### src/rtl/sha2_pkg.sv
// Shared SHA-2 message-schedule definitions: round counts, sigma rotate/shift amounts,
// FSM state type and the per-width sigma functions.
package sha2_pkg;

  localparam int ROUNDS_256 = 64;
  localparam int ROUNDS_512 = 80;

  localparam int S0_ROT_A_256 = 7;
  localparam int S0_ROT_B_256 = 18;
  localparam int S0_SHR_256   = 3;
  localparam int S1_ROT_A_256 = 17;
  localparam int S1_ROT_B_256 = 19;
  localparam int S1_SHR_256   = 10;

  localparam int S0_ROT_A_512 = 1;
  localparam int S0_ROT_B_512 = 8;
  localparam int S0_SHR_512   = 7;
  localparam int S1_ROT_A_512 = 19;
  localparam int S1_ROT_B_512 = 61;
  localparam int S1_SHR_512   = 6;

  typedef enum logic {
    IDLE = 1'b0,
    RUN  = 1'b1
  } state_t;

  function automatic logic [31:0] rotr32(input logic [31:0] x, input int n);
    return (x >> n) | (x << (32 - n));
  endfunction

  function automatic logic [63:0] rotr64(input logic [63:0] x, input int n);
    return (x >> n) | (x << (64 - n));
  endfunction

  function automatic logic [31:0] sigma0_256(input logic [31:0] x);
    return rotr32(x, S0_ROT_A_256) ^ rotr32(x, S0_ROT_B_256) ^ (x >> S0_SHR_256);
  endfunction

  function automatic logic [31:0] sigma1_256(input logic [31:0] x);
    return rotr32(x, S1_ROT_A_256) ^ rotr32(x, S1_ROT_B_256) ^ (x >> S1_SHR_256);
  endfunction

  function automatic logic [63:0] sigma0_512(input logic [63:0] x);
    return rotr64(x, S0_ROT_A_512) ^ rotr64(x, S0_ROT_B_512) ^ (x >> S0_SHR_512);
  endfunction

  function automatic logic [63:0] sigma1_512(input logic [63:0] x);
    return rotr64(x, S1_ROT_A_512) ^ rotr64(x, S1_ROT_B_512) ^ (x >> S1_SHR_512);
  endfunction

endpackage

### src/rtl/sha2_sched_word.sv
// Combinational next-word adder tree: W[t+16] from W[t+14], W[t+9], W[t+1], W[t].
// Zero latency, no flow control; the caller decides when to consume the result.
module sha2_sched_word
  import sha2_pkg::*;
#(
  parameter int WORD_W = 32
) (
  input  logic [WORD_W-1:0] w14,
  input  logic [WORD_W-1:0] w9,
  input  logic [WORD_W-1:0] w1,
  input  logic [WORD_W-1:0] w0,
  output logic [WORD_W-1:0] w_new
);

  // Only the branch matching WORD_W is elaborated, so all widths line up exactly.
  if (WORD_W == 32) begin : g_w32
    assign w_new = sigma1_256(w14) + w9 + sigma0_256(w1) + w0;
  end else begin : g_w64
    assign w_new = sigma1_512(w14) + w9 + sigma0_512(w1) + w0;
  end

endmodule

### src/rtl/sha2_msg_sched_gen.sv
// SHA-2 message-schedule engine: takes a 16-word (or 8-word, self-padded) block and streams W[0..ROUNDS-1].
// First word one cycle after accept; w_ready low freezes the output word and the window.
module sha2_msg_sched_gen
  import sha2_pkg::*;
#(
  parameter int WORD_W = 32,
  parameter int IDX_W  = 7
) (
  input  logic                   clk,
  input  logic                   rst,
  input  logic                   blk_valid,
  output logic                   blk_ready,
  input  logic [16*WORD_W-1:0]   blk_data,
  input  logic                   pad_mode,
  input  logic                   abort,
  output logic                   w_valid,
  input  logic                   w_ready,
  output logic [WORD_W-1:0]      w_data,
  output logic [IDX_W-1:0]       w_idx,
  output logic                   w_last
);

  if (WORD_W != 32 && WORD_W != 64) begin : g_bad_width
    $error("sha2_msg_sched_gen: WORD_W must be 32 or 64");
  end

  localparam int               ROUNDS   = (WORD_W == 32) ? ROUNDS_256 : ROUNDS_512;
  localparam logic [IDX_W-1:0] LAST_IDX = IDX_W'(ROUNDS - 1);

  state_t             state;
  logic [IDX_W-1:0]   idx;
  logic [WORD_W-1:0]  window [16];
  logic [WORD_W-1:0]  load   [16];
  logic [WORD_W-1:0]  w_new;

  sha2_sched_word #(.WORD_W(WORD_W)) u_word (
    .w14   (window[14]),
    .w9    (window[9]),
    .w1    (window[1]),
    .w0    (window[0]),
    .w_new (w_new)
  );

  // Padded load: 8-word message, a single 1 bit, zeros, then the 8*WORD_W bit length.
  always_comb begin
    for (int i = 0; i < 16; i++) begin
      load[i] = blk_data[(15-i)*WORD_W +: WORD_W];
    end
    if (pad_mode) begin
      for (int i = 8; i < 16; i++) begin
        load[i] = '0;
      end
      load[8]  = {1'b1, {(WORD_W-1){1'b0}}};
      load[15] = WORD_W'(8 * WORD_W);
    end
  end

  assign blk_ready = (state == IDLE) && !abort;
  assign w_valid   = (state == RUN);
  assign w_data    = window[0];
  assign w_idx     = idx;
  assign w_last    = (state == RUN) && (idx == LAST_IDX);

  always_ff @(posedge clk) begin
    if (rst) begin
      state <= IDLE;
      idx   <= '0;
      for (int i = 0; i < 16; i++) begin
        window[i] <= '0;
      end
    end else if (abort) begin
      // Flush keeps the window contents; only control state is reset.
      state <= IDLE;
      idx   <= '0;
    end else begin
      case (state)
        IDLE: begin
          if (blk_valid) begin
            window <= load;
            idx    <= '0;
            state  <= RUN;
          end
        end
        RUN: begin
          if (w_ready) begin
            if (w_last) begin
              state <= IDLE;
              idx   <= '0;
            end else begin
              for (int i = 0; i < 15; i++) begin
                window[i] <= window[i+1];
              end
              window[15] <= w_new;
              idx        <= idx + IDX_W'(1);
            end
          end
        end
        default: begin
          state <= IDLE;
          idx   <= '0;
        end
      endcase
    end
  end

endmodule

### config.mk
export PLATFORM = sky130hd
export DESIGN_NAME = sha2_msg_sched_gen
export DESIGN_NICKNAME = d
export VERILOG_FILES = /design/src/rtl/sha2_pkg.sv /design/src/rtl/sha2_sched_word.sv /design/src/rtl/sha2_msg_sched_gen.sv
export SDC_FILE = /design/constraint.sdc
export NUM_CORES = 1
export LEC_CHECK = 0
export BUFFER_PORTS_ARGS = -buffer_cell sky130_fd_sc_hd__buf_2
export CAP_MARGIN = 5
export CORE_MARGIN = 10
export CORE_UTILIZATION = 55
export CTS_BUF_LIST = sky130_fd_sc_hd__clkbuf_16
export DETAILED_ROUTE_END_ITERATION = 6
export PLACE_DENSITY = 0.89
export RECOVER_POWER = 25
export SLEW_MARGIN = 10
export SYNTH_ARGS = -nofsm -noshare
export SYNTH_HDL_FRONTEND = slang
export SYNTH_HIERARCHICAL = 1
export SYNTH_SLANG_ARGS = --single-unit
export TNS_END_PERCENT = 50
### constraint.sdc
create_clock -name clk -period 5.1 [get_ports clk]
set_input_delay 0.51 -clock clk [delete_from_list [all_inputs] [get_ports clk]]
set_output_delay 0.51 -clock clk [all_outputs]
set_load 0.02 [all_outputs]
## Word-level counts from Yosys, hierarchy flattened

Index checks and enable logic that the tools add are counted.

- Add/subtract/negate cells: 4
- Eq/ne operators: 4
- Muxes and demuxes: 13
- Bitwise gates (word level): 10
- Reductions and logical operators: 6

Operators with widths:

| operator | number |
|---|---|
| $mux W512 | 3 |
| $pmux W512 S2 | 1 |
| $mux W256 | 1 |
| $add A32 B32 Y32 | 3 |
| $xor A32 B32 Y32 | 2 |
| $or A13 B32 Y32 | 1 |
| $or A14 B32 Y32 | 1 |
| $or A15 B32 Y32 | 1 |
| $or A25 B32 Y32 | 1 |
| $xor A32 B22 Y32 | 1 |
| $xor A32 B29 Y32 | 1 |
| $mux W7 | 3 |
| $pmux W7 S2 | 1 |
| $add A7 B1 Y7 const B | 1 |
| $eq A7 B6 Y1 const B | 1 |
| $ne A2 B2 Y1 const B | 3 |
| $reduce_and A4 Y1 | 1 |
| $mux W1 | 3 |
| $logic_and A1 B1 Y1 | 2 |
| $not A1 Y1 | 2 |
| $pmux W1 S2 | 1 |
| $reduce_and A2 Y1 | 1 |
| $reduce_or A2 Y1 | 1 |
| $logic_not A1 Y1 | 1 |

- Bits in registers: 520
- Input bits: 518
- Output and inout port bits: 42
- Word-level logic and storage cells: 55

## Logic depth before layout (Yosys ltp)

Gate-level depths: netlist (run 1).

- Word-level depth: 9
- Mapped depth: 16

## By module

Netlist (run 1), hierarchy kept.

Modules (own cells, without submodules):

| module | instances | cells each | area an instance (um^2) | sequential area each (um^2) |
|---|---|---|---|---|
| sha2_msg_sched_gen | 1 | 2390 | 21932.3 | 10410.0 |
| sha2_sched_word | 1 | 533 | 4389.2 | 0.0 |

## Worst setup path before layout (run 1)

Ideal clock, no wire load.

- Kind: flip-flop to flip-flop
- Start point: reg window[467] in the netlist's numbering
- End point: reg window[21] in the netlist's numbering
- Setup time: 0.132 ns
- Data arrival time: 3.897 ns
- Data required time: 4.968 ns
- Setup slack: 1.071 ns
- Cell stages (with the launch flop): 16
- Period minus slack after synthesis: 4.029 ns
- Cell sequence: dfxtp_1 xor2_1 xnor2_1 fa_1 inv_1 fa_1 ha_1 fa_1 a21o_1 a221oi_4 o21ai_2 a21oi_2 a21oi_1 a311o_1 a221oi_1 nor3_1

- Cells in the longest elaborated chain, start to end: 8
- Elaborated cells between the ends (all ways): 9
- Those cells by class: 2 x add/sub; 3 x mux; 4 x bitwise

RTL lines:

| item | line | source |
|---|---|---|
| from (decl) | sha2_msg_sched_gen.sv:32 | `logic [WORD_W-1:0] window [16];` |
| from (signal assigned) | sha2_msg_sched_gen.sv:79 | `window <= load;` |
| from (signal, indexed assignment) | sha2_msg_sched_gen.sv:91 | `window[i] <= window[i+1];` |
| $or A14 B32 Y32 or $or A25 B32 Y32 (tied branches) | sha2_pkg.sv:28 | `return (x >> n) \| (x << (32 - n));` |
| $xor A32 B32 Y32 | sha2_pkg.sv:36 | `return rotr32(x, S0_ROT_A_256) ^ rotr32(x, S0_ROT_B_256) ^ (x >> S0_SHR_256);` |
| $xor A32 B29 Y32 * | sha2_pkg.sv:36 |  |
| $add A32 B32 Y32 * (2 in series) | sha2_sched_word.sv:17 | `assign w_new = sigma1_256(w14) + w9 + sigma0_256(w1) + w0;` |
| net w_new[21] | sha2_msg_sched_gen.sv:34 | `logic [WORD_W-1:0] w_new;` |
| $mux W512 * | sha2_msg_sched_gen.sv:86 | `if (w_last) begin` |
| $mux W512 * | sha2_msg_sched_gen.sv:85 | `if (w_ready) begin` |
| $pmux W512 S2 * | sha2_msg_sched_gen.sv:76 | `case (state)` |

Mark *: on every way through the listed nets, which the timed path passes. The rest lies on a longest branch. The select of a mux whose other input is x is not followed.
A chain may end at the register's enable or synchronous reset.

## Worst setup path after layout (run 1)

- Start point: reg state (netlist: w_valid)
- End point: reg window[205] in the netlist's numbering

- Cells in the longest elaborated chain, start to end: 3
- Elaborated cells between the ends (all ways): 7
- Those cells by class: 3 x eq/ne; 1 x mux; 1 x bitwise; 2 x reduce/logical

RTL lines:

| item | line | source |
|---|---|---|
| from (decl) | sha2_msg_sched_gen.sv:30 | `state_t state;` |
| from (signal assigned) | sha2_msg_sched_gen.sv:66 | `state <= IDLE;` |
| from (signal assigned) | sha2_msg_sched_gen.sv:73 | `state <= IDLE;` |
| from (signal assigned) | sha2_msg_sched_gen.sv:81 | `state <= RUN;` |
| $logic_and A1 B1 Y1 or $not A1 Y1 (tied branches) | - |  |
| $ne A2 B2 Y1 (no line) | - |  |
| $reduce_and A4 Y1 (no line) | - |  |

Parallel ways exist; a longest one is shown, timed or not.

==> results of run 1 <==
## path summary, 6_finish.rpt
path	start	endpoint	slack (ns)	depth (start not counted)
hold reg to reg	w_idx[6]	w_idx[6]	0.46	2
setup reg to reg	w_valid	window[205]	0.53	4
hold / removal	blk_valid	w_idx[6]	0.12	2
setup / recovery	w_valid	window[205]	0.53	4
## cells in the final DEF, fill, tap and decap left out, drive strengths merged, types with 3 or more instances in the layout
cell type    n
a211oi     262
a21o         8
a21oi       32
a221oi     257
a31oi        7
and2         3
and3         4
buf        546
bufinv       6
clkbuf     104
clkinv      25
dfxtp      520
diode       20
fa          62
ha          32
inv        138
mux2i      258
nand2       30
nand3        9
nand4        7
nor2       532
nor3       261
nor4         3
o21a         4
o21ai       20
o21bai       5
o31a         3
o31ai        3
or2          4
or3          7
xnor2       96
xor2        52
## sequential cells by signal, summed over array words and instances, names as in the netlist
signal and cells:
w_valid 1, window 480, w_data 32, w_idx 7
## through the flow
stage	worst slack (ns)	total power (W)
floorplan	1.07	0.00719
global placement	0.684	0.00845
detailed placement	0.606	0.00846
CTS	0.615	0.0123
global route	0.270	0.0128
finish	0.531	0.0124
## area by class of cell
type | count | area, um^2 | area share
clock inverters | 44 | 395 | 0.0129
diodes | 20 | 50.0 | 0.00163
flip-flops and latches | 520 | 10400 | 0.340
multi-input cells | 1979 | 14100 | 0.460
well taps | 615 | 769 | 0.0251
clock buffers | 52 | 1300 | 0.0425
inverters | 127 | 477 | 0.0156
repair buffers | 598 | 3150 | 0.103
## metal layers
layer  vias up  part of all wire  routed length (um)
met4        12             0.051                5030
met2      1429              0.45               44200
met5         -           0.00068                  66
li1      11300                 -                   -
met3       264              0.11               10400
met1     11700              0.39               38100
## logic make-up after synthesis
logic type	count (synthesis)	synth area share
adder cells (fa/ha/maj)	94	0.0624
AND/OR/NAND/NOR	865	0.140
multiplexers	258	0.0983
flip-flops	520	0.395
AO/OA/AOI/OAI	614	0.185
XOR/XNOR	148	0.0492
buffers and inverters	424	0.0699
## report_power, final
part	switching (W)	internal, W	total (W)
Sequential	0.000294	0.00437	0.00466
Clock	0.00171	0.00217	0.00389
Combinational	0.00235	0.00146	0.00381
Total	0.00436	0.00800	0.0124
## critical path, stage by stage, from the launching register on
cell and delay [ns]:
dfxtp_4 0.84, clkbuf_1 1.32, clkbuf_2 1.55, a221oi_1 0.42, nor3_1 0.23
==> results.sh, run 1 <==
export IMPL_grtUsageMet1=0.418
export IMPL_endpoint_kind="flip-flop"
export IMPL_post_cts_resized_instances=0
export IMPL_hold_class="primary input to flip-flop"
export IMPL_setup_tns_ns=0
export IMPL_rsz0062_at_grt="false"
export IMPL_powerDensity_nw_per_um2=403
export IMPL_gp_congestion=0.988
export IMPL_leakage_nw=12.1
export IMPL_syn2layout_area_growth_pct=16.4
export IMPL_synth_distinct_cells=56
export IMPL_synth_most_common_cell="nor2_1"
export IMPL_cts_buffers=52
export IMPL_cts_sinks=520
export IMPL_worstPathRequired_ns=5.62
export IMPL_ys_top_cells_by_area="dfxtp_1, mux2i_1, a221oi_1"
export IMPL_setup_viol_count_final=0
export IMPL_drtIter0Drc=3184
export IMPL_postSynthCellCount=2923
export IMPL_skew_ns=0.0234
export IMPL_grt_overflow_total=0
export IMPL_io_buffer_count=559
export IMPL_peakVddDrop_mv=0.298
export IMPL_h_tree_depth=2
export IMPL_met2_usage=0.498
export IMPL_ys_async_sr_fraction=0
export IMPL_syn_area_per_cell_um2=9.00
export IMPL_worst_slew_pin_slew_ns=2.11
export IMPL_fillCellCount=3809
export IMPL_cts_buffer_depth=3
export IMPL_antenna_found_initial=25
export IMPL_holdWs_ns=0.118
export IMPL_synth_nets=3535
export IMPL_slew_viol_final=482
export IMPL_ys_seq_area_frac=0.395
export IMPL_max_cap_viol_count=6
export IMPL_track_usage=0.324
export IMPL_path_clk_slew_ns=0.06
export IMPL_maxSlewHeadroom=-0.406
export IMPL_grt_use_met3=0.0769
export IMPL_period_share=0.896
export IMPL_ys_ff_latch=520
export IMPL_first_pass_iters=6
export IMPL_drive_above_1_share=0.195
export IMPL_finish_utilization=0.645
export IMPL_critical_path_startpoint_type="flip-flop"
export IMPL_root_buffer="clkbuf_16"
export IMPL_yosysTopAreaCell="dfxtp_1"
export IMPL_final_nets=3890
export IMPL_synth_edff_count=0
export IMPL_io_pins=560
export IMPL_hold_viol=0
export IMPL_critical_path_max_fanout=95
export IMPL_place_area_um2=29000
export IMPL_final_area_um2=30600
export IMPL_via_count=24600
export IMPL_start_util=0.554
export IMPL_final_cell_count_no_fill=3955
export IMPL_grt_busiest_layer="met2"
export IMPL_ctsHoldBuffers=0
export IMPL_grt_pass1_wl_mm=142
export IMPL_outcome="complete, but fails checks"
export IMPL_violations="design-rule violations, max-capacitance violations, max-slew violations"
export IMPL_max_freq_ghz=0.219
export IMPL_post_cts_repair_setup_buffers=0
export IMPL_syn_area_um2=26300
export IMPL_synth_ff_type="dfxtp_1"
export IMPL_yosys_warnings=6
export IMPL_grt_pass1_vias=23200
export IMPL_core_um2=47500
export IMPL_min_period_ns=4.57
export IMPL_die_area_um2=57000
export IMPL_drc_errors=4
export IMPL_die_h_um=239
export IMPL_critPathKind="flip-flop to flip-flop"
export IMPL_dp_hpwl_mm=73.8
export IMPL_synthTopCellsByCount="nor2_1, dfxtp_1, a211oi_1, nor3_1, mux2i_1"
export IMPL_antenna_left=0
export IMPL_rows=80
export IMPL_synth_top_area_share=0.395
export IMPL_place_inst=3839
export IMPL_worst_ep_arrival_time_ns=5.09
export IMPL_wirelength_mm=97.8
export IMPL_wire_per_inst_um=24.7
export IMPL_viasPerCell=6.23
export IMPL_cts_tree="done"
export IMPL_grt_max_degree=153
export IMPL_dieWidth_um=239
export IMPL_clk_latency_ns=0.61
No activity file was read; power rests on OpenSTA's default activity.
==> inputs of run 2 (changes only) <==
--- a/config.mk
+++ b/config.mk
@@ -7,7 +7,7 @@
 export LEC_CHECK = 0
 export BUFFER_PORTS_ARGS = -buffer_cell sky130_fd_sc_hd__buf_2
 export CAP_MARGIN = 5
-export CORE_MARGIN = 10
+export CORE_MARGIN = 2
 export CORE_UTILIZATION = 55
 export CTS_BUF_LIST = sky130_fd_sc_hd__clkbuf_16
 export DETAILED_ROUTE_END_ITERATION = 6
==> run 2 against run 1 <==
  * The flow finishes with violations (max-capacitance violations, max-slew violations)
  * Critical path depth increased by 12
  * Via count decreased by 1.4%
  * Utilization decreased by 0.094 points
  * Die area decreased by 13%
  * Worst setup slack got worse by 0.11 ns
  * Clock skew increased by 0.0010 ns
  * Sequential power about the same
  * Clock power decreased by 5.4%
  * Hold slack improved by 0.016 ns
  * Power decreased by 2.1%
  * Clock-buffer cell count increased by 2
  * Register-to-register slack got worse by 0.11 ns
  * Largest power group unchanged
  * Highest routed layer unchanged
==> results.sh, run 2 (same netlist as run 1, synthesis figures left out) <==
export IMPL_io_buffer_count=559
export IMPL_root_buffer="clkbuf_16"
export IMPL_r2r_end="window[29]"
export IMPL_dpl_worst_slack_ns=0.564
export IMPL_intPower_w=0.00783
export IMPL_path_clk_slew_ns=0.06
export IMPL_layout_common_cells="nor2_1, dfxtp_1, buf_2, a211oi_1, nor3_1"
export IMPL_die_h_um=223
export IMPL_min_period_ns=4.68
export IMPL_violations="max-capacitance violations, max-slew violations"
export IMPL_die_area_um2=49600
export IMPL_clkPwrFrac=0.304
export IMPL_hold_viol=0
export IMPL_r2r_cells=16
export IMPL_fillCellCount=3966
export IMPL_cts_buffer_depth=3
export IMPL_crit_path_frequent_cell="fa_1"
export IMPL_skew_ns=0.0244
export IMPL_holdPathStages=2
export IMPL_critical_path_startpoint_type="flip-flop"
export IMPL_drtIter0Drc=2823
export IMPL_endpoint_kind="flip-flop"
export IMPL_drive_above_1_share=0.193
export IMPL_final_common_cell="nor2_1"
export IMPL_antenna_found_initial=30
export IMPL_regToRegSetupSlack_ns=0.42
export IMPL_h_tree_depth=2
export IMPL_setup_viol_count_final=0
export IMPL_hold_end="w_idx[6]"
export IMPL_leakage_nw=12.0
export IMPL_drc_errors=0
export IMPL_p_sw_w=0.00427
export IMPL_path_depth=16
export IMPL_post_cts_repair_setup_buffers=0
export IMPL_io_pins=560
export IMPL_outcome="complete, but fails checks"
export IMPL_period_share=0.918
export IMPL_grt_pass1_wl_mm=134
export IMPL_grt_pass1_vias=22600
export IMPL_maxSlewHeadroom=-0.505
export IMPL_ctsHoldBuffers=0
export IMPL_regMostFlops="window"
export IMPL_combPwrFrac=0.311
export IMPL_max_freq_ghz=0.214
export IMPL_wirelength_mm=91.5
export IMPL_slew_viol_final=38
export IMPL_crit_slowest_cell="dfxtp_1"
export IMPL_first_pass_iters=6
export IMPL_cts_sinks=520
export IMPL_cp_buffers_inverters=1
export IMPL_critical_path_max_fanout=5
export IMPL_powerDensity_nw_per_um2=396
export IMPL_cts_buffers=53
export IMPL_dieWidth_um=223
export IMPL_max_cap_viol_count=1
export IMPL_post_cts_resized_instances=0
export IMPL_clk_latency_ns=0.61
export IMPL_antenna_left=0
export IMPL_critPathKind="flip-flop to flip-flop"
export IMPL_final_nets=3883
export IMPL_pwr_share_seq=0.385
export IMPL_start_util=0.555
export IMPL_peakVddDrop_mv=0.241
export IMPL_largest_reg_flops=480
export IMPL_viasPerCell=6.15
export IMPL_grt_max_degree=224
export IMPL_dp_hpwl_mm=68.1
export IMPL_rows=80
export IMPL_gp_congestion=0.983
export IMPL_via_count=24300
export IMPL_path_cells="xor2_1 > xnor2_1 > fa_1 > inv_1 > fa_1 > ha_1 > fa_1 > a21o_1 > a221oi_4 > o21ai_2 > a21oi_2 > o21bai_2 > a221oi_2 > xnor2_1 > a221oi_1 > nor3_1"
export IMPL_finish_utilization=0.644
export IMPL_rsz0062_at_grt="false"
export IMPL_r2r_start="window[467]"
export IMPL_cts_tree="done"
export IMPL_hold_class="primary input to flip-flop"
export IMPL_total_power_w=0.0121
export IMPL_core_um2=47400
export IMPL_min_delay_start="blk_valid"
export IMPL_fin_ws_ns=0.418
export IMPL_cpLargestDelayFamily="compound AO/OA/AOI/OAI gates"
export IMPL_max_stage_delay_ns=0.47
export IMPL_switching_share=0.353
export IMPL_worstPathRequired_ns=5.58
export IMPL_syn2layout_area_growth_pct=16.0
export IMPL_setup_tns_ns=0
export IMPL_grt_overflow_total=0
export IMPL_worst_slew_pin_slew_ns=2.26
export IMPL_track_usage=0.353
export IMPL_worst_ep_arrival_time_ns=5.16
export IMPL_wire_per_inst_um=23.2
run 2: cell types whose count changed in the layout (fill, tap and decap cells not counted), moves of 2 or more:
cell        before  now
clkinv_1        15   10
bufinv_16        6    2
inv_6            4    2
diode_2         20   26
inv_1          133  137
clkinv_2         9   11
buf_6            0    2
buf_4           17   14
clkbuf_1        48   42
clkbuf_16       52   54
clkinvlp_4       2    0
clkbuf_2         4    2
run 2: layout make-up:
type | instances | area [um^2] | share of cell area
Antenna cell | 26 | 65.1 | 0.00213
Clock inverter | 38 | 253 | 0.00828
Multi-Input combinational cell | 1979 | 14100 | 0.461
Timing Repair Buffer | 590 | 3120 | 0.102
Sequential cell | 520 | 10400 | 0.341
Clock buffer | 54 | 1350 | 0.0442
Tap cell | 615 | 769 | 0.0252
Inverter | 127 | 477 | 0.0156
run 2: through the flow:
step                      hold slack (ns)  cells  area, um^2
after global routing                0.131   3945       30500
final                               0.134   3949       30500
after CTS                           0.124   3923       30600
after floorplan                     0.432   2923       26300
after global placement              0.440   3831       29000
after detailed placement            0.464   3831       29000
run 2: power groups by stage:
stage,clock network (W),logic (W),registers (W)
finish,0.00368,0.00376,0.00466
global route,0.00384,0.00405,0.00468
CTS,0.00369,0.00370,0.00465
detailed placement,0,0.00368,0.00473
global placement,0,0.00366,0.00472
floorplan,0,0.00258,0.00461
run 2: metal layers:
layer / vias up / GRT usage / wire length, um
met3: 259 / 0.0688 / 8470
met5: - / 0 / 94
met1: 11500 / 0.476 / 37200
met2: 1272 / 0.545 / 41400
met4: 14 / 0.166 / 4380
li1: 11300 / - / -
run 2: worst max-delay path by stage:
stage | start | to | slack [ns]
floorplan | window[467] | window[21] | 1.07
global placement | window[467] | window[29] | 0.58
detailed placement | window[467] | window[29] | 0.56
CTS | window[467] | window[29] | 0.49
global route | window[467] | window[31] | 0.17
finish | window[467] | window[29] | 0.42
run 2: worst register-to-register path: cells and delay by family (launching register included):
kind                       cells  cell delay [ns]
DFF                            1             0.47
buffers and inverters          1             0.08
AOI/OAI and AO/OA              7             1.78
and+or+nand+nor                1             0.07
xor gates and xnor gates       3             0.60
adders and majority gates      4             1.56
